## src/rtl/trace_tag_if.sv

```systemverilog
// Handshake and trace bundle between the fetch/control side and the trace_tag tracker.
// The master drives fetch offers and pipeline control; the slave reports per-stage IDs and events.
interface trace_tag_if #(
    parameter int ID_W = 32
) ();
    logic            if_valid;
    logic            if_ready;
    logic            stall;
    logic            flush;
    logic            inst_v_i;
    logic            inst_v_x;
    logic            inst_v_m;
    logic            inst_v_r;
    logic [ID_W-1:0] ci;
    logic [ID_W-1:0] cx;
    logic [ID_W-1:0] cm;
    logic [ID_W-1:0] cr;
    logic            kill_v;
    logic [ID_W-1:0] ck;
    logic [ID_W-1:0] retire_cnt;

    modport master (
        output if_valid, stall, flush,
        input  if_ready, inst_v_i, inst_v_x, inst_v_m, inst_v_r,
        input  ci, cx, cm, cr, kill_v, ck, retire_cnt
    );

    modport slave (
        input  if_valid, stall, flush,
        output if_ready, inst_v_i, inst_v_x, inst_v_m, inst_v_r,
        output ci, cx, cm, cr, kill_v, ck, retire_cnt
    );
endinterface

```

## src/rtl/trace_tag.sv

```systemverilog
// Tags instructions with sequence IDs and follows them through the I/X/M/R stages,
// reporting stage entry pulses, flushed instructions and a retire count.
module trace_tag #(
    parameter int ID_W = 32
) (
    input logic        clk,
    input logic        reset,
    trace_tag_if.slave tif
);
    // Stage index: _p0 = I, _p1 = X, _p2 = M, _p3 = R
    logic            vld_p0, vld_p1, vld_p2, vld_p3;
    logic            fresh_p0, fresh_p1, fresh_p2, fresh_p3;
    logic [ID_W-1:0] id_p0, id_p1, id_p2, id_p3;
    logic [ID_W-1:0] next_id;
    logic [ID_W-1:0] retire_cnt;
    logic            kill_v;
    logic [ID_W-1:0] ck;

    logic accept;
    logic kill;
    logic move_x;
    logic move_m;

    assign accept = tif.if_valid & ~tif.stall;
    assign kill   = tif.flush & vld_p0;
    // A flushed I instruction never advances; X sees a bubble instead.
    assign move_x = ~tif.stall & vld_p0 & ~tif.flush;
    assign move_m = ~tif.stall & vld_p1;

    always_ff @(posedge clk) begin
        if (!reset) begin
            vld_p0     <= 1'b0;
            vld_p1     <= 1'b0;
            vld_p2     <= 1'b0;
            vld_p3     <= 1'b0;
            fresh_p0   <= 1'b0;
            fresh_p1   <= 1'b0;
            fresh_p2   <= 1'b0;
            fresh_p3   <= 1'b0;
            id_p0      <= '0;
            id_p1      <= '0;
            id_p2      <= '0;
            id_p3      <= '0;
            next_id    <= '0;
            retire_cnt <= '0;
            kill_v     <= 1'b0;
            ck         <= '0;
        end else begin
            kill_v <= kill;
            if (kill) begin
                ck <= id_p0;
            end

            // I stage: a stall holds the entry (minus anything flushed), otherwise load the fetch
            if (tif.stall) begin
                vld_p0   <= vld_p0 & ~tif.flush;
                fresh_p0 <= 1'b0;
            end else begin
                vld_p0   <= accept;
                fresh_p0 <= accept;
                if (accept) begin
                    id_p0   <= next_id;
                    next_id <= next_id + ID_W'(1);
                end
            end

            // X stage
            if (tif.stall) begin
                fresh_p1 <= 1'b0;
            end else begin
                vld_p1   <= move_x;
                fresh_p1 <= move_x;
                if (move_x) begin
                    id_p1 <= id_p0;
                end
            end

            // M stage: takes a bubble while I/X are held
            vld_p2   <= move_m;
            fresh_p2 <= move_m;
            if (move_m) begin
                id_p2 <= id_p1;
            end

            // R stage: terminal, never stalls
            vld_p3   <= vld_p2;
            fresh_p3 <= vld_p2;
            if (vld_p2) begin
                id_p3      <= id_p2;
                retire_cnt <= retire_cnt + ID_W'(1);
            end
        end
    end

    assign tif.if_ready   = ~tif.stall;
    assign tif.inst_v_i   = vld_p0 & fresh_p0;
    assign tif.inst_v_x   = vld_p1 & fresh_p1;
    assign tif.inst_v_m   = vld_p2 & fresh_p2;
    assign tif.inst_v_r   = vld_p3 & fresh_p3;
    assign tif.ci         = id_p0;
    assign tif.cx         = id_p1;
    assign tif.cm         = id_p2;
    assign tif.cr         = id_p3;
    assign tif.kill_v     = kill_v;
    assign tif.ck         = ck;
    assign tif.retire_cnt = retire_cnt;
endmodule

```

## src/flat_wrapper.sv

```systemverilog
// flat-port wrapper written by rule: the top's interface ports become plain ports
module trace_tag_flat 
#(
    parameter int ID_W = 32
)
  (clk, reset, tif_if_valid, tif_stall, tif_flush, tif_if_ready, tif_inst_v_i, tif_inst_v_x, tif_inst_v_m, tif_inst_v_r, tif_ci, tif_cx, tif_cm, tif_cr, tif_kill_v, tif_ck, tif_retire_cnt);
  trace_tag_if #(.ID_W(ID_W)) tif_i ();
  input logic clk;
  input logic reset;
  input wire logic [$bits(tif_i.if_valid)-1:0] tif_if_valid;
  input wire logic [$bits(tif_i.stall)-1:0] tif_stall;
  input wire logic [$bits(tif_i.flush)-1:0] tif_flush;
  output wire logic [$bits(tif_i.if_ready)-1:0] tif_if_ready;
  output wire logic [$bits(tif_i.inst_v_i)-1:0] tif_inst_v_i;
  output wire logic [$bits(tif_i.inst_v_x)-1:0] tif_inst_v_x;
  output wire logic [$bits(tif_i.inst_v_m)-1:0] tif_inst_v_m;
  output wire logic [$bits(tif_i.inst_v_r)-1:0] tif_inst_v_r;
  output wire logic [$bits(tif_i.ci)-1:0] tif_ci;
  output wire logic [$bits(tif_i.cx)-1:0] tif_cx;
  output wire logic [$bits(tif_i.cm)-1:0] tif_cm;
  output wire logic [$bits(tif_i.cr)-1:0] tif_cr;
  output wire logic [$bits(tif_i.kill_v)-1:0] tif_kill_v;
  output wire logic [$bits(tif_i.ck)-1:0] tif_ck;
  output wire logic [$bits(tif_i.retire_cnt)-1:0] tif_retire_cnt;
  assign tif_i.if_valid = tif_if_valid;
  assign tif_i.stall = tif_stall;
  assign tif_i.flush = tif_flush;
  assign tif_if_ready = tif_i.if_ready;
  assign tif_inst_v_i = tif_i.inst_v_i;
  assign tif_inst_v_x = tif_i.inst_v_x;
  assign tif_inst_v_m = tif_i.inst_v_m;
  assign tif_inst_v_r = tif_i.inst_v_r;
  assign tif_ci = tif_i.ci;
  assign tif_cx = tif_i.cx;
  assign tif_cm = tif_i.cm;
  assign tif_cr = tif_i.cr;
  assign tif_kill_v = tif_i.kill_v;
  assign tif_ck = tif_i.ck;
  assign tif_retire_cnt = tif_i.retire_cnt;
  trace_tag #(.ID_W(ID_W)) u_core (.clk(clk), .reset(reset), .tif(tif_i));
endmodule
```

## config.mk

```make
export PLATFORM = sky130hd
export DESIGN_NAME = trace_tag_flat
export DESIGN_NICKNAME = d
export VERILOG_FILES = /design/src/rtl/trace_tag_if.sv /design/src/rtl/trace_tag.sv /design/src/flat_wrapper.sv
export SDC_FILE = /design/constraint.sdc
export NUM_CORES = 1
export LEC_CHECK = 0
export CAP_MARGIN = 30
export CORE_ASPECT_RATIO = 0.7
export CORE_UTILIZATION = 45
export CTS_BUF_LIST = sky130_fd_sc_hd__clkbuf_8 sky130_fd_sc_hd__clkbuf_16
export CTS_CLUSTER_DIAMETER = 40
export DETAILED_ROUTE_END_ITERATION = 10
export PLACE_DENSITY = 0.74
export REMOVE_ABC_BUFFERS = 1
export SETUP_SLACK_MARGIN = 0.02
export SLEW_MARGIN = 20
export SYNTH_ARGS = -nofsm -noshare
export SYNTH_HDL_FRONTEND = slang
export SYNTH_SLANG_ARGS = --single-unit
```

## constraint.sdc

```tcl
create_clock -name clk -period 4.3 [get_ports clk]
set_input_delay 0.86 -clock clk [delete_from_list [all_inputs] [get_ports clk]]
set_output_delay 0.86 -clock clk [all_outputs]
set_load 0.01 [all_outputs]
```

==> results.cfg <==
[worst_setup_path]
crit_end = tif_if_ready
critical_path_class = input port to output pin
cp_data_arrival_time_ns = 2.30
worstRegToRegCells = 5
rrSetupSlack_ns = 1.78
start_kind = input port
cp.required_ns = 3.44
rr_endpoint = u_core.tif.retire_cnt[18]
worstReg2RegStart = u_core.vld_p2
critPathMaxFanout = 10
startpoint = tif_stall
end_kind = output pin

[synth]
ys_dominant_reg_cell = dfxtp_1
ys_seq_elements = 231
synth_edf_count = 0
synth-async-reset-ratio_pct = 0
yosysWarnings = 0
synth_area_per_cell_um2 = 8.38
synthCells = 1032
synth_cell_type_count = 38
yosysSeqAreaShare_pct = 53.4
syn_area_um2 = 8650

[die]
die_h_um = 118
core_region_area_um2 = 18900
die_area_um2 = 19800
initial_core_util_pct = 45.9
rows = 42
die_x_um = 168
pin_count = 203

[clock_network]
h-tree-depth = 1
ctsResizeCount = 0
hold_buffers = 0
numCtsBuffers = 29
cts_root_buffer = clkbuf_16
worstSkewPairLatency_ns = 0.53
clockBufferDepth = 3
postCtsSetupBuffers = 0
cts_sinks = 231
clkTransAtPathRegs_ns = 0.06
cts_tree = yes

[timing]
rsz0062_at_grt = no
min_period_ns = 3.16
whs_ns = 0.454
finalHoldViolCount = 0
max_slew_margin_pct = 38.7
slew_viol_final = 0
period_share_pct = 73.5
fin_skew_ns = 0.0115
fmax_mhz = 316
tns_ns = 0
worst_slew_pin_slew_ns = 0.918
setup_viol = 0

[detailed_routing]
vias = 7767
antenna_left = 0
drtIter0Drc = 556
drcViolationCount = 2
drt_pass1_iterations = 8
post_drt_wl_per_cell_um = 15.3
routed_wl_um = 22500
viasPerCell = 5.27

[finish]
nNetsFinal = 1216
final_util_pct = 62.7
fin_cells = 1473
drive_gt1_share_pct = 5.44
area_growth_pct = 36.6
layout_common_cells = 284 x nand2_1, 230 x dfxtp_1, 202 x clkdlybuf4s50_1, 163 x a21oi_1, 63 x nor2_1
diodes = 0
layout_commonest_cell = nand2_1

[place]
place_hpwl_um = 14600
place.gp.congestion = 0.836
portBuffers = 202
dp.cells = 1420

[grt]
grt_usage_pct = 22.1
grt_pass1_vias = 6953
grt_overflow = 0
grt_max_degree = 96
antenna_found_initial = 0
grt_pass1_wl_um = 36300

[flow_run]
cap_violations = 0

[power]
p_leak_uw = 0.00380
fin_total_pwr_uw = 4650
irDropWorstVdd_mv = 0.211
powerDensity_nw_per_um2 = 394

[worst_hold_path]
hold_depth = 2
hold_path.class = flip-flop to flip-flop

[run_status]
violations = DRC
outcome = complete, but fails checks
==> per-stage QoR <==
stage,setup slack [ns],instance area [µm²]
after floorplan,1.23,8400
final,1.14,11800
after global placement,1.18,10800
after global routing,1.10,11800
after detailed placement,1.15,10800
after CTS,1.15,11800
==> final cells by class <==
cell class,count,area [µm²]
well taps,242,303
flip-flops and latches,231,4630
multi-input cells,721,3740
repair buffers,213,2120
fillers,1655,7040
clock inverters,21,216
inverters,13,53.8
clock buffers,32,767
==> synthesized netlist by cell type, drive strengths merged, types with 12 or more instances <==
library cell	number	area share [%]
nand2	285	12
dfxtp	231	53
a21oi	163	9.4
nor2	63	2.7
clkbuf	55	2.4
mux2i	38	4.4
or4	24	2.1
o31ai	21	1.8
nand3	18	1.0
nand4	17	1.4
inv	13	0.56
or3	13	0.94
buf	12	0.59
o21ai	12	0.69
xnor2	12	1.2
==> cell families after synthesis <==
group | count (synthesis) | synth area share, %
buf+inv | 80 | 3.54
compound gates | 199 | 12.2
xor+xnor | 23 | 2.33
simple gates | 459 | 23.8
fa+ha+maj | 2 | 0.289
mux | 38 | 4.40
flops | 231 | 53.4
==> worst min-delay path by stage <==
| stage | from | endpoint |
|---|---|---|
| 3_3_place_gp | u_core.tif.ck[29] | u_core.tif.ck[29] |
| 4_1_cts | u_core.tif.ck[1] | u_core.tif.ck[1] |
| 6_report | u_core.tif.ck[1] | u_core.tif.ck[1] |
| 5_1_grt | u_core.tif.ck[24] | u_core.tif.ck[24] |
| 3_5_place_dp | u_core.tif.ck[1] | u_core.tif.ck[1] |
| 2_1_floorplan | u_core.next_id[31] | u_core.tif.ci[31] |
==> power by group <==
part	total, µW	leakage (µW)	switching (µW)	internal [µW]
clock	2420	0.000488	946	1480
combinational	86.3	0.00145	68.7	17.6
sequential	2150	0.00186	3.55	2140
total	4650	0.00380	1020	3640
==> metal layers <==
metal  vias up  track usage, %  wire length (µm)
met5         -               0                 0
met4         0            5.39               355
met3        31            5.01              1330
met2       217            32.8              9450
met1      3644            32.4             11400
li1       3875               -                 -
==> critical path, stage by stage <==
cell	delay, ns
clkdlybuf4s50_1	0.61
inv_1	0.24
clkdlybuf4s50_1	0.59
==> state kept, by name (all words and copies together), names as in the netlist <==
signal,cells
u_core.next_id,32
u_core.tif.ci,32
u_core.tif.ck,32
u_core.tif.cm,32
u_core.tif.cr,32
u_core.tif.cx,32
u_core.tif.retire_cnt,32
u_core.fresh_p0,1
u_core.fresh_p1,1
u_core.tif.kill_v,1
u_core.vld_p0,1
u_core.vld_p1,1
u_core.vld_p2,1
u_core.vld_p3,1
No activity file was read; power rests on OpenSTA's default activity.
==> patch 1: new RTL, same settings <==
`ID_W` is set to 32 in 3 places; all go to 48.
--- a/src/rtl/trace_tag_if.sv
+++ b/src/rtl/trace_tag_if.sv
@@ -2,5 +2,5 @@
 // The master drives fetch offers and pipeline control; the slave reports per-stage IDs and events.
 interface trace_tag_if #(
-    parameter int ID_W = 32
+    parameter int ID_W = 48
 ) ();
     logic            if_valid;
--- a/src/rtl/trace_tag.sv
+++ b/src/rtl/trace_tag.sv
@@ -2,5 +2,5 @@
 // reporting stage entry pulses, flushed instructions and a retire count.
 module trace_tag #(
-    parameter int ID_W = 32
+    parameter int ID_W = 48
 ) (
     input logic        clk,
--- a/src/flat_wrapper.sv
+++ b/src/flat_wrapper.sv
@@ -2,5 +2,5 @@
 module trace_tag_flat 
 #(
-    parameter int ID_W = 32
+    parameter int ID_W = 48
 )
   (clk, reset, tif_if_valid, tif_stall, tif_flush, tif_if_ready, tif_inst_v_i, tif_inst_v_x, tif_inst_v_m, tif_inst_v_r, tif_ci, tif_cx, tif_cm, tif_cr, tif_kill_v, tif_ck, tif_retire_cnt);
Ports: changed (6 resized); port bits go from 203 to 299. No check against the original RTL was run, so the function may have changed too.
==> patch 1 against the original RTL <==
Area after synthesis increased by 48%. Via count increased by 50%. Power increased by 46%. Worst hold slack got worse by 0.0015 ns. Critical path type is now reg2reg. Synthesized cell count increased by 49%. Count of clock-buffer cells in the layout increased by 15. Routed wire length increased by 62%. First-iteration DRC count increased by 43%. Setup slack got worse by 0.089 ns. Critical endpoint is now u_core.tif.retire_cnt[43]. Clock skew decreased by 0.00057 ns. Sequential share of layout area increased by 0.18 points. Final area increased by 48%. Sequential cell count increased by 112.
==> patch 1: results (changes against the original RTL) <==
IO Port Bufs 298 (+48%); commonest cells in the netlist nand2_1 (429), dfxtp_1 (343), a21oi_1 (230), nor2_1 (123), clkbuf_1 (77); GRT met2 Usage 36.7% (+3.9 points); via count 11,600 (+50%); Final nets 1,804 (+48%); reg2reg start u_core.vld_p2; R2R cell count 5 (unchanged); met1 GRT Util 33.7% (+1.4 points); CP max stage cell or4_2; max-slew violation count 0 (unchanged); initial antenna violation count 0 (unchanged); yosys warns 0 (unchanged); initial drt markers 794 (+43%); Post-DP HPWL 24,200 um (+65%); peak supply drop 0.226 mV (+7.0%); ys flop type dfxtp_1; adder-cell share of the synthesized area 0.196% (-0.094 points); Synth Area in Compound Gates 11.1% (-1.1 points); outcome completed; Final Setup Violations 0 (unchanged); CTS root buffer clkbuf_16; H-tree depth 2 (+1); layout cell share with drive strength beyond 1 5.70% (+0.26 points); pin count of the biggest net entering global routing 127 (+32%); clk_lat worst skew ~0.52 ns; GRT met3 Usage 6.02% (+1.0 points); Detailed Routing Iterations Pass 1 5 (-3); max_slew headroom 47.2% (+8.5 points); placed cell count 2,126 (+50%); critical path fanouts, max 26 (+16); Final GP Congestion 0.857 (+2.5%); ranking of synthesized cells by area dfxtp_1 (54%), nand2_1 (13%), a21oi_1 (9.0%); Worst Skew 0.0109 ns (-0.000571 ns); Total GRT Usage 24.2% (+2.1 points); Clock transition at path regs 0.06 ns (about the same); Final Non-Filler Cells 2,195 (+49%); Seq/Total Area, Yosys 53.7% (+0.21 points); worst reg2reg setup slack 1.05 ns (-0.73 ns); Worst Setup End Kind flop; first-pass GRT wire length 57,100 um (+57%); Synth cell types 40 (+5.3%); Post-Synth XOR/XNOR Area 3.76% (+1.4 points); vias in the first global route 10,800 (+55%); Reg-to-Reg End u_core.tif.retire_cnt[43]; leakage 5.65 nW (+49%); TritonCTS buffer count 39 (+34%); final WL 36,600 um (+62%); worst endpoint data arrival time 3.70 ns (+1.40 ns); Mean Syn Cell Area 8.34 um^2 (-0.50%); area of placed instances 16,100 um^2 (+48%); post-synthesis mux area share 3.83% (-0.56 points); Startpoint Class flop; post-cts resize count 0 (unchanged); Post-CTS Setup Bufs 0 (unchanged); slowest stage delay, CP 0.77 ns (+0.16 ns)
patch 1: cell types whose count changed in the layout (fill, tap and decap cells not counted), sizes merged, moves of 26 or more:
cell,change
nand2,+144
dfxtp,+112
clkdlybuf4s50,+96
a21oi,+67
nor2,+60
xor2,+31
nand4,+26
patch 1: final cells by class:
class | instances | area, um^2
fillers | 2290 | 10400
repair buffers | 315 | 3180
inverters | 12 | 52.6
clock buffers | 47 | 1110
well taps | 371 | 464
multi-input cells | 1086 | 5530
flip-flops and latches | 343 | 6870
clock inverters | 21 | 270
patch 1: routing by layer:
metal | part of all wire (%) | up-vias
li1 | - | 5675
met1 | 47 | 5537
met2 | 43 | 379
met3 | 7.8 | 50
met4 | 1.9 | 0
met5 | 0 | -
patch 1: critical path, delay by kind of cell (launching register included):
kind / cells / cell delay, ns
and+or+nand+nor: 4 / 2.32
DFF: 1 / 0.66
AOI/OAI and AO/OA: 1 / 0.16
patch 1: worst min-delay path by stage:
| stage | depth (start not counted) | slack [ns] | start | end |
|---|---|---|---|---|
| 4_1_cts | 2 | 0.45 | u_core.tif.ck[11] | u_core.tif.ck[11] |
| 5_1_grt | 2 | 0.47 | u_core.tif.ck[44] | u_core.tif.ck[44] |
| 3_3_place_gp | 2 | 0.44 | u_core.tif.ck[44] | u_core.tif.ck[44] |
| 2_1_floorplan | 2 | 0.44 | u_core.next_id[47] | u_core.tif.ci[47] |
| 3_5_place_dp | 2 | 0.45 | u_core.tif.ck[11] | u_core.tif.ck[11] |
| 6_report | 2 | 0.45 | u_core.tif.ck[11] | u_core.tif.ck[11] |
patch 1: report_power, final:
group | internal, W | switching (W) | total, W
clock network | 0.00219 | 0.00131 | 0.00351
registers | 0.00318 | 0.00000377 | 0.00318
logic | 0.0000225 | 0.0000969 | 0.000119
patch 1: cell families after synthesis:
logic type               Yosys count
buffers and inverters            105
multiplexers                      49
AND/OR/NAND/NOR                  708
XOR/XNOR                          55
AO/OA/AOI/OAI                    272
adder cells (fa/ha/maj)            2
flip-flops                       343
patch 1: stage by stage:
step                      total power, W  hold slack, ns  worst slack (ns)  utilization (%)
after CTS                        0.00688           0.454              1.11             62.6
after global routing             0.00701           0.474             0.845             62.7
after floorplan                  0.00332           0.440             -2.55                -
final                            0.00681           0.452              1.05             62.7
after detailed placement         0.00337           0.446             0.921             57.6
after global placement           0.00337           0.441             0.969             57.5
==> patch 2: new RTL, same settings <==
Without the edit above. Make the reset (`reset`) asynchronous in one clocked block.
--- a/src/rtl/trace_tag.sv
+++ b/src/rtl/trace_tag.sv
@@ -28,5 +28,5 @@
     assign move_m = ~tif.stall & vld_p1;
 
-    always_ff @(posedge clk) begin
+    always_ff @(posedge clk or negedge reset) begin
         if (!reset) begin
             vld_p0     <= 1'b0;
Check against the original RTL: differs if reset is asserted again (counterexample within 4 cycles, from zero or initial values and one cycle with reset low); with reset held inactive, the same outputs for 4 cycles.
==> patch 2 against the original RTL <==
Routed wire length fell by 14%. Area after synthesis rose by 4.2%. Critical path depth did not move. Global-route usage fell by 2.5 points. Synthesized cell count fell by 35%. Via count fell by 25%. Register-to-register slack improved by 0.58 ns. Clock skew rose by 0.00065 ns. Setup slack improved by 0.19 ns. Sequential cell count did not move. Final area rose by 4.7%. Critical path type unchanged. Largest cell class unchanged. Highest routed layer unchanged.
Power is not compared: it rests on default switching activity, and its combinational part moved more than twofold at a synthesized area within 25%.
==> patch 2: results (changes against the original RTL) <==
R2R cell count 4 (-1); Non-clock buffer share 17.1% (-0.84 points); Final Util 64.3% (+1.7 points); Final GP Congestion 0.775 (-7.3%); via count 5,856 (-25%); first-pass GRT wire length 32,200 um (-11%); clock network area share 8.10% (-0.22 points); Reg-to-Reg End u_core.tif.retire_cnt[17]; Synth Area in Compound Gates 0.139% (-12 points); GRT met2 Usage 28.6% (-4.2 points); layout cell share with drive strength beyond 1 22.2% (+17 points); Filler Cell Count 1,500 (-9.4%); ranking of synthesized cells by area dfrtp_1 (64%), mux2_2 (16%), xnor2_1 (5.2%); met3 WL post-DR 1320 um (-0.83%); Synth cell types 33 (-13%); #MultiIn Comb 408 (-43%); Detailed Routing Iterations Pass 1 4 (-4); pin count of the biggest net entering global routing 109 (+14%); worst reg2reg setup slack 2.36 ns (+0.58 ns); slew at the pin closest to its max-slew limit 0.830 ns (-0.0881 ns); GRT met3 Usage 5.20% (+0.19 points); Async S/R FF share, synth 100% (+100 points); TritonCTS buffer count 28 (-3.4%); post-synthesis mux area share 16.1% (+12 points); commonest cells in the netlist dfrtp_1 (231), mux2_2 (129), nand2_1 (116), xnor2_1 (54), nand3_1 (25); critical path fanouts, max 7 (-3); slowest stage delay, CP 0.69 ns (+0.08 ns); Worst Skew 0.0121 ns (+0.000647 ns); initial drt markers 316 (-43%); Place WS 1.15 ns (+0.00516 ns); outcome completed; placed cell count 1,117 (-21%); Post-Synth XOR/XNOR Area 6.02% (+3.7 points); count of non-CTS buffers in the layout 210 (-1.4%)
-- patch 2: cell types whose count changed after synthesis, moves of 13 or more --
cell      delta
dfxtp_1    -231
nand2_1    -169
clkbuf_1    -50
xnor2_1     +42
o31ai_1     -21
nor2_1      -54
or3_1       -13
mux2_2     +129
mux2i_1     -38
a21oi_1    -163
dfrtp_1    +231
or4_1       -24
-- patch 2: worst max-delay path by stage --
stage | startpoint | end | slack (ns) | cells past startpoint
6_report | tif_stall | tif_if_ready | 1.32 | 3
5_1_grt | tif_stall | tif_if_ready | 1.26 | 3
4_1_cts | tif_stall | tif_if_ready | 1.29 | 3
3_5_place_dp | tif_stall | u_core.next_id[29] | 1.15 | 5
3_3_place_gp | tif_stall | u_core.next_id[29] | 1.22 | 5
2_1_floorplan | tif_stall | u_core.next_id[6] | 1.04 | 5
